--- config.mk ---
export PLATFORM = sky130hd
export DESIGN_NAME = irq_ack_responder_flat
export DESIGN_NICKNAME = d
export VERILOG_FILES = /design/src/rtl/irq_ack_responder_if.sv /design/src/rtl/irq_ack_responder.sv /design/src/flat_wrapper.sv
export SDC_FILE = /design/constraint.sdc
export NUM_CORES = 1
export LEC_CHECK = 0
export ABC_AREA = 1
export BUFFER_PORTS_ARGS = -buffer_cell sky130_fd_sc_hd__buf_2
export CORE_UTILIZATION = 28
export DETAILED_ROUTE_END_ITERATION = 8
export GPL_ROUTABILITY_DRIVEN = 0
export SLEW_MARGIN = 20
export SYNTH_ARGS = -nofsm -noshare
export SYNTH_HDL_FRONTEND = slang
export SYNTH_SLANG_ARGS = --single-unit
--- constraint.sdc ---
create_clock -name CLK -period 1.8 [get_ports CLK]
set_input_delay 0.18 -clock CLK [delete_from_list [all_inputs] [get_ports CLK]]
set_output_delay 0.18 -clock CLK [all_outputs]
set_load 0.02 [all_outputs]
--- src/rtl/irq_ack_responder_if.sv ---
// Handshake bundle between the IPL encoder/CPU model and irq_ack_responder.
interface irq_ack_responder_if;
    logic       CLK_EN;
    logic       IPL0;
    logic       IPL1;
    logic [2:0] MASK;
    logic       SERVICE_DONE;
    logic       IRQ_REQ;
    logic [1:0] IRQ_LEVEL;
    logic       VEC_STB;
    logic [7:0] VECTOR;
    logic       WR_ACK;
    logic [2:0] ACK_BITS;
    logic       BUSY;
    logic       ERR;

    // Encoder / CPU side
    modport master (
        output CLK_EN, IPL0, IPL1, MASK, SERVICE_DONE,
        input  IRQ_REQ, IRQ_LEVEL, VEC_STB, VECTOR, WR_ACK, ACK_BITS, BUSY, ERR
    );

    // Responder side
    modport slave (
        input  CLK_EN, IPL0, IPL1, MASK, SERVICE_DONE,
        output IRQ_REQ, IRQ_LEVEL, VEC_STB, VECTOR, WR_ACK, ACK_BITS, BUSY, ERR
    );
endinterface

--- src/rtl/irq_ack_responder.sv ---
// CPU-side interrupt responder: synchronizes and filters the encoded IPL lines,
// accepts a level above the mask, issues an autovector, waits for the handler
// and strobes the matching acknowledge back to the encoder.
module irq_ack_responder #(
    parameter int unsigned SYNC_STAGES = 2,
    parameter int unsigned IACK_CYCLES = 4,
    parameter int unsigned ACK_PULSE   = 2,
    parameter int unsigned TIMEOUT     = 255
) (
    input  logic               CLK,
    input  logic               nRESET,
    irq_ack_responder_if.slave bus
);

    localparam int unsigned CNT_W        = 8;
    localparam int unsigned SETTLE_TICKS = SYNC_STAGES + 2;

    typedef enum logic [2:0] {
        IDLE    = 3'd0,
        ACCEPT  = 3'd1,
        SERVICE = 3'd2,
        ACK     = 3'd3,
        SETTLE  = 3'd4
    } state_e;

    state_e             state_q, state_d;
    logic [CNT_W-1:0]   cnt_q, cnt_d;
    logic               irq_req_q, irq_req_d;
    logic [1:0]         irq_level_q, irq_level_d;
    logic               vec_stb_q, vec_stb_d;
    logic [7:0]         vector_q, vector_d;
    logic               wr_ack_q, wr_ack_d;
    logic [2:0]         ack_bits_q, ack_bits_d;
    logic               busy_q, busy_d;
    logic               err_q, err_d;
    logic               done_pend_q, done_pend_d;

    logic [SYNC_STAGES-1:0] ipl0_sync_q, ipl1_sync_q;
    logic [1:0]             lvl_c;
    logic [1:0]             lvl_prev_q;
    logic [1:0]             fl_lvl_q;
    logic [1:0]             eff_level_c;
    logic [CNT_W-1:0]       cnt_inc_c;

    // True once cnt has seen n ticks (n=0 terminates on the first tick)
    function automatic logic at_count(input logic [CNT_W-1:0] cnt, input int unsigned n);
        return (32'(cnt) + 32'd1) >= n;
    endfunction

    // Level to acknowledge bit: reset=bit0, timer=bit1, VBL=bit2
    function automatic logic [2:0] onehot_ack(input logic [1:0] lvl);
        case (lvl)
            2'd1:    return 3'b100;
            2'd2:    return 3'b010;
            2'd3:    return 3'b001;
            default: return 3'b000;
        endcase
    endfunction

    // IPL synchronizer runs every clock; idle lines are high
    always_ff @(posedge CLK or negedge nRESET) begin
        if (!nRESET) begin
            ipl0_sync_q <= '1;
            ipl1_sync_q <= '1;
        end else begin
            ipl0_sync_q <= {ipl0_sync_q[SYNC_STAGES-2:0], bus.IPL0};
            ipl1_sync_q <= {ipl1_sync_q[SYNC_STAGES-2:0], bus.IPL1};
        end
    end

    assign lvl_c = {~ipl1_sync_q[SYNC_STAGES-1], ~ipl0_sync_q[SYNC_STAGES-1]};

    // Glitch filter: accept a level seen on two consecutive enabled ticks
    always_ff @(posedge CLK or negedge nRESET) begin
        if (!nRESET) begin
            lvl_prev_q <= 2'd0;
            fl_lvl_q   <= 2'd0;
        end else if (bus.CLK_EN) begin
            lvl_prev_q <= lvl_c;
            if (lvl_c == lvl_prev_q) begin
                fl_lvl_q <= lvl_c;
            end
        end
    end

    assign eff_level_c = (fl_lvl_q > irq_level_q) ? fl_lvl_q : irq_level_q;
    assign cnt_inc_c   = (cnt_q == '1) ? cnt_q : cnt_q + CNT_W'(1);

    // State and registered outputs
    always_ff @(posedge CLK or negedge nRESET) begin
        if (!nRESET) begin
            state_q     <= IDLE;
            cnt_q       <= '0;
            irq_req_q   <= 1'b0;
            irq_level_q <= 2'd0;
            vec_stb_q   <= 1'b0;
            vector_q    <= 8'd0;
            wr_ack_q    <= 1'b1;
            ack_bits_q  <= 3'd0;
            busy_q      <= 1'b0;
            err_q       <= 1'b0;
            done_pend_q <= 1'b0;
        end else begin
            state_q     <= state_d;
            cnt_q       <= cnt_d;
            irq_req_q   <= irq_req_d;
            irq_level_q <= irq_level_d;
            vec_stb_q   <= vec_stb_d;
            vector_q    <= vector_d;
            wr_ack_q    <= wr_ack_d;
            ack_bits_q  <= ack_bits_d;
            busy_q      <= busy_d;
            err_q       <= err_d;
            done_pend_q <= done_pend_d;
        end
    end

    // Next-state and output logic; everything advances only on CLK_EN ticks
    always_comb begin
        state_d     = state_q;
        cnt_d       = cnt_q;
        irq_req_d   = irq_req_q;
        irq_level_d = irq_level_q;
        vec_stb_d   = 1'b0;
        vector_d    = vector_q;
        wr_ack_d    = wr_ack_q;
        ack_bits_d  = ack_bits_q;
        err_d       = err_q;
        done_pend_d = done_pend_q;

        case (state_q)
            IDLE: begin
                done_pend_d = 1'b0;
                if (bus.CLK_EN && (fl_lvl_q != 2'd0) && ({1'b0, fl_lvl_q} > bus.MASK)) begin
                    irq_level_d = fl_lvl_q;
                    irq_req_d   = 1'b1;
                    cnt_d       = '0;
                    state_d     = ACCEPT;
                end
            end
            ACCEPT: begin
                if (bus.CLK_EN) begin
                    irq_level_d = eff_level_c;
                    if (at_count(cnt_q, IACK_CYCLES)) begin
                        vec_stb_d = 1'b1;
                        vector_d  = 8'd24 + 8'(eff_level_c);
                        irq_req_d = 1'b0;
                        cnt_d     = '0;
                        state_d   = SERVICE;
                    end else begin
                        cnt_d = cnt_inc_c;
                    end
                end
            end
            SERVICE: begin
                // A done pulse on a disabled clock is held until the next tick
                if (bus.CLK_EN) begin
                    if (bus.SERVICE_DONE || done_pend_q) begin
                        wr_ack_d    = 1'b0;
                        ack_bits_d  = onehot_ack(irq_level_q);
                        cnt_d       = '0;
                        done_pend_d = 1'b0;
                        state_d     = ACK;
                    end else if (at_count(cnt_q, TIMEOUT)) begin
                        err_d       = 1'b1;
                        wr_ack_d    = 1'b0;
                        ack_bits_d  = onehot_ack(irq_level_q);
                        cnt_d       = '0;
                        done_pend_d = 1'b0;
                        state_d     = ACK;
                    end else begin
                        cnt_d = cnt_inc_c;
                    end
                end else if (bus.SERVICE_DONE) begin
                    done_pend_d = 1'b1;
                end
            end
            ACK: begin
                if (bus.CLK_EN) begin
                    if (at_count(cnt_q, ACK_PULSE)) begin
                        wr_ack_d   = 1'b1;
                        ack_bits_d = 3'd0;
                        cnt_d      = '0;
                        state_d    = SETTLE;
                    end else begin
                        cnt_d = cnt_inc_c;
                    end
                end
            end
            SETTLE: begin
                if (bus.CLK_EN) begin
                    if (at_count(cnt_q, SETTLE_TICKS)) begin
                        cnt_d   = '0;
                        state_d = IDLE;
                    end else begin
                        cnt_d = cnt_inc_c;
                    end
                end
            end
            default: begin
                state_d = IDLE;
            end
        endcase

        busy_d = (state_d != IDLE);
    end

    assign bus.IRQ_REQ   = irq_req_q;
    assign bus.IRQ_LEVEL = irq_level_q;
    assign bus.VEC_STB   = vec_stb_q;
    assign bus.VECTOR    = vector_q;
    assign bus.WR_ACK    = wr_ack_q;
    assign bus.ACK_BITS  = ack_bits_q;
    assign bus.BUSY      = busy_q;
    assign bus.ERR       = err_q;

endmodule

--- src/flat_wrapper.sv ---
// flat-port wrapper written by rule: the top's interface ports become plain ports
module irq_ack_responder_flat 
#(
    parameter int unsigned SYNC_STAGES = 2,
    parameter int unsigned IACK_CYCLES = 4,
    parameter int unsigned ACK_PULSE   = 2,
    parameter int unsigned TIMEOUT     = 255
)
  (CLK, nRESET, bus_CLK_EN, bus_IPL0, bus_IPL1, bus_MASK, bus_SERVICE_DONE, bus_IRQ_REQ, bus_IRQ_LEVEL, bus_VEC_STB, bus_VECTOR, bus_WR_ACK, bus_ACK_BITS, bus_BUSY, bus_ERR);
  irq_ack_responder_if bus_i ();
  input  logic CLK;
  input  logic nRESET;
  input wire logic [$bits(bus_i.CLK_EN)-1:0] bus_CLK_EN;
  input wire logic [$bits(bus_i.IPL0)-1:0] bus_IPL0;
  input wire logic [$bits(bus_i.IPL1)-1:0] bus_IPL1;
  input wire logic [$bits(bus_i.MASK)-1:0] bus_MASK;
  input wire logic [$bits(bus_i.SERVICE_DONE)-1:0] bus_SERVICE_DONE;
  output wire logic [$bits(bus_i.IRQ_REQ)-1:0] bus_IRQ_REQ;
  output wire logic [$bits(bus_i.IRQ_LEVEL)-1:0] bus_IRQ_LEVEL;
  output wire logic [$bits(bus_i.VEC_STB)-1:0] bus_VEC_STB;
  output wire logic [$bits(bus_i.VECTOR)-1:0] bus_VECTOR;
  output wire logic [$bits(bus_i.WR_ACK)-1:0] bus_WR_ACK;
  output wire logic [$bits(bus_i.ACK_BITS)-1:0] bus_ACK_BITS;
  output wire logic [$bits(bus_i.BUSY)-1:0] bus_BUSY;
  output wire logic [$bits(bus_i.ERR)-1:0] bus_ERR;
  assign bus_i.CLK_EN = bus_CLK_EN;
  assign bus_i.IPL0 = bus_IPL0;
  assign bus_i.IPL1 = bus_IPL1;
  assign bus_i.MASK = bus_MASK;
  assign bus_i.SERVICE_DONE = bus_SERVICE_DONE;
  assign bus_IRQ_REQ = bus_i.IRQ_REQ;
  assign bus_IRQ_LEVEL = bus_i.IRQ_LEVEL;
  assign bus_VEC_STB = bus_i.VEC_STB;
  assign bus_VECTOR = bus_i.VECTOR;
  assign bus_WR_ACK = bus_i.WR_ACK;
  assign bus_ACK_BITS = bus_i.ACK_BITS;
  assign bus_BUSY = bus_i.BUSY;
  assign bus_ERR = bus_i.ERR;
  irq_ack_responder #(.SYNC_STAGES(SYNC_STAGES), .IACK_CYCLES(IACK_CYCLES), .ACK_PULSE(ACK_PULSE), .TIMEOUT(TIMEOUT)) u_core (.CLK(CLK), .nRESET(nRESET), .bus(bus_i));
endmodule
==> results.yml <==
outcome:
  status: "completed"
critical_path:
  endpoint_kind: "flop"
  crit_fanout: 5
  path_cells: "ha_4, buf_4, nand4_1, nand2_1, nand3_2, nor2_2, nand2_2, buf_6, nand3b_1, nor2_1, nand3_1, o21ai_1"
  cp_data_arrival_time_ns: 1.95
  reg2reg_from: "u_core.cnt_q[1]$_DFFE_PN0P_"
  cp_slowest_stage_delay_ns: 0.42
  worstPathRequired_ns: 1.98
  crit_type: "flop to flop"
  cp_slowest_cell: "dfrtp_1"
  crit_path_start_kind: "flop"
  reg2reg_slack_ns: 0.03
  reg2reg_depth: 12
  r2r-end: "u_core.cnt_q[2]$_DFFE_PN0P_"
drt:
  first_iter_violations: 135
  drc: 0
  ant_nets: 0
  drt-wirelength-per-cell_um: 11.8
  firstDrtPassIters: 4
  drt-total-wl_mm: 5.00
  routed_via_density: 4.58
  vias: 1944
floorplan:
  fp-row-count: 30
  num_io_pins: 27
  core-area_um2: 6940
  start_util: 0.296
  dieHeight_um: 87.6
  die_area_um2: 7680
  die_width_um: 87.6
clocking:
  numCtsBuffers: 5
  clkTransAtPathRegs_ns: 0.07
  clock-root-buffer: "clkbuf_8"
  clock-sinks: 33
  cts_tree: "done"
  clk-insertion-delay-late_ns: 0.29
  clock_path_buffers: 2
  h-tree-depth: 2
job:
  drv_cap: 0
global_routing:
  grt_max_degree: 34
  antenna_found_initial: 0
  grt_pass1_wl_mm: 8.14
  grt_usage: 0.136
  grt_pass1_vias: 1786
  grt-ovfl-total: 0
finish:
  nFillCells: 709
  layout_common_cells: "nand2_1, inv_1, dfrtp_1"
  area_growth_pct: 38.7
  instances_no_fill: 424
  multiInputGateArea_um2: 1270
  seq_area_um2: 835
  diodes: 0
  layout_commonest_cell: "nand2_1"
  layout-drive-gt1-share: 0.427
  fin_nets: 344
  utilization: 0.410
pwr:
  power_frac_comb: 0.553
  swShare: 0.437
  power_switching_w: 0.00157
  ir_drop_mv: 0.361
  power_density_nw_per_um2: 1260
  internal-power_w: 0.00202
  power.leakage_nw: 1.37
  seqPwrFrac: 0.292
  power_frac_clock: 0.155
synthesis:
  synth_warnings: 0
  ys_seq_elements: 33
  syn_inst: 271
  ys_seq_area_frac: 0.405
  syn_area_per_cell_um2: 7.58
  synth.distinct_cells: 31
  synth_area_um2: 2050
sta:
  skew_ns: 0.00242
  max_freq_ghz: 0.564
  hold_viol: 0
  report.final.slew_viol_count: 0
  fin_crit_sh: 0.985
  rsz0062_at_grt: "yes"
  fin_crit_ns: 1.77
  worstMarginPinSlew_ns: 0.727
  slew_headroom: 0.515
  finalSetupViolations: 0
place:
  port_buffers: 22
  post-place-cells: 403
  hpwl_mm: 3.48
min_path:
  hp-class: "primary input to flop"
  hold_start: "bus_CLK_EN"
  hold_depth: 3
  hold_path_end: "u_core.state_q[2]$_DFF_PN0_"
## through the flow
| stage | power [W] | setup WS [ns] | TNS [ns] | instance area [µm²] | hold slack (ns) |
|---|---|---|---|---|---|
| 6_report | 0.00358 | 0.0273 | 0 | 2850 | 0.287 |
| 5_1_grt | 0.00388 | -0.0933 | -1.09 | 2850 | 0.297 |
| 4_1_cts | 0.00353 | -0.0318 | -0.189 | 2600 | 0.299 |
| 3_5_place_dp | 0.00265 | -0.0199 | -0.0384 | 2390 | 0.286 |
| 3_3_place_gp | 0.00264 | -0.00262 | -0.00262 | 2390 | 0.284 |
| 2_1_floorplan | 0.00214 | 0.0865 | 0 | 2060 | -0.116 |
## power groups by stage
stage                     clock network, W  logic (W)  registers (W)
after global routing              0.000612    0.00220        0.00107
after floorplan                          0   0.000955        0.00119
final                             0.000554    0.00198        0.00105
after detailed placement                 0    0.00160        0.00105
after global placement                   0    0.00160        0.00105
after CTS                         0.000584    0.00191        0.00104
## state kept, by name, indices dropped and copies added (netlist names)
name / cells
u_core.bus.ERR: 1
u_core.ipl0_sync_q: 2
u_core.done_pend_q: 1
u_core.state_q: 3
u_core.bus.WR_ACK: 1
u_core.fl_lvl_q: 2
u_core.bus.IRQ_REQ: 1
u_core.ipl1_sync_q: 2
u_core.bus.VEC_STB: 1
u_core.lvl_prev_q: 2
u_core.cnt_q: 8
u_core.bus.ACK_BITS: 3
u_core.bus.VECTOR: 3
u_core.bus.BUSY: 1
u_core.bus.IRQ_LEVEL: 2
## area by class of cell
class | instances | share of cell area
sequential | 33 | 0.293
inverter | 36 | 0.0483
clock buffer | 5 | 0.0242
timing repair buffer | 53 | 0.139
clock inverter | 3 | 0.00615
multi-input combinational | 198 | 0.447
tap | 96 | 0.0422
## how the worst max path moves through the flow
stage                                              to  slack, ns                            from
after floorplan             u_core.bus.BUSY$_DFF_PN0_       0.09     u_core.cnt_q[0]$_DFFE_PN0P_
after global placement    u_core.cnt_q[5]$_DFFE_PN0P_     -0.003  u_core.fl_lvl_q[1]$_DFFE_PN0P_
after detailed placement  u_core.cnt_q[5]$_DFFE_PN0P_      -0.02  u_core.fl_lvl_q[1]$_DFFE_PN0P_
after CTS                 u_core.cnt_q[5]$_DFFE_PN0P_      -0.03  u_core.fl_lvl_q[1]$_DFFE_PN0P_
after global routing        u_core.bus.BUSY$_DFF_PN0_      -0.09     u_core.cnt_q[3]$_DFFE_PN0P_
final                     u_core.cnt_q[2]$_DFFE_PN0P_       0.03     u_core.cnt_q[1]$_DFFE_PN0P_
## cell usage after synthesis (all sizes together)
library cell / n / area, µm²
nand2: 65 / 259
nor2: 37 / 164
inv: 36 / 135
nand3: 30 / 165
dfrtp: 28 / 701
o21ai: 27 / 135
ha: 8 / 100
buf: 7 / 52.6
a21oi: 6 / 30.0
dfstp: 5 / 131
nand4: 4 / 31.3
nor3: 4 / 42.5
or2: 3 / 18.8
mux2i: 2 / 20.0
nand3b: 2 / 15.0
a31o: 1 / 8.76
conb: 1 / 3.75
o2111ai: 1 / 8.76
o211ai: 1 / 7.51
o22ai: 1 / 6.26
xnor2: 1 / 8.76
xor2: 1 / 8.76
## layer usage
layer,vias up,part of all wire,GRT usage,routed length [µm]
met5,-,0,0,0
met4,0,0.022,0.0566,110
met2,45,0.46,0.212,2310
met3,9,0.045,0.0358,224
met1,910,0.47,0.179,2350
li1,980,-,-,-
## critical path, delay by kind of cell, from the launching register on
| kind | cells | cell delay (ns) |
|---|---|---|
| compound gates | 1 | 0.06 |
| buf+inv | 2 | 0.26 |
| flops | 1 | 0.42 |
| simple gates | 8 | 0.73 |
| fa+ha+maj | 1 | 0.20 |
## repair_timing
item                                    4_1_cts  5_1_grt
hold endpoints to repair                     30        0
gates resized for setup                      11       63
pin swaps                                     6       19
cloned                                        1        0
buffers inserted                              3        7
hold buffers                                  3        0
endpoints found under the setup margin        7       23
## cells by family (layout without fill, tap and decap cells)
kind of cell	count (synthesis)	count (layout)	synth area share
adders and majority gates	8	8	0.0488
muxes	2	2	0.00975
DFF	33	33	0.405
and+or+nand+nor	145	145	0.339
buffers and inverters	43	97	0.0914
AOI/OAI and AO/OA	37	37	0.0957
other	1	4	0.00183
xor gates and xnor gates	2	2	0.00853
(Power assumes the default switching activity.)
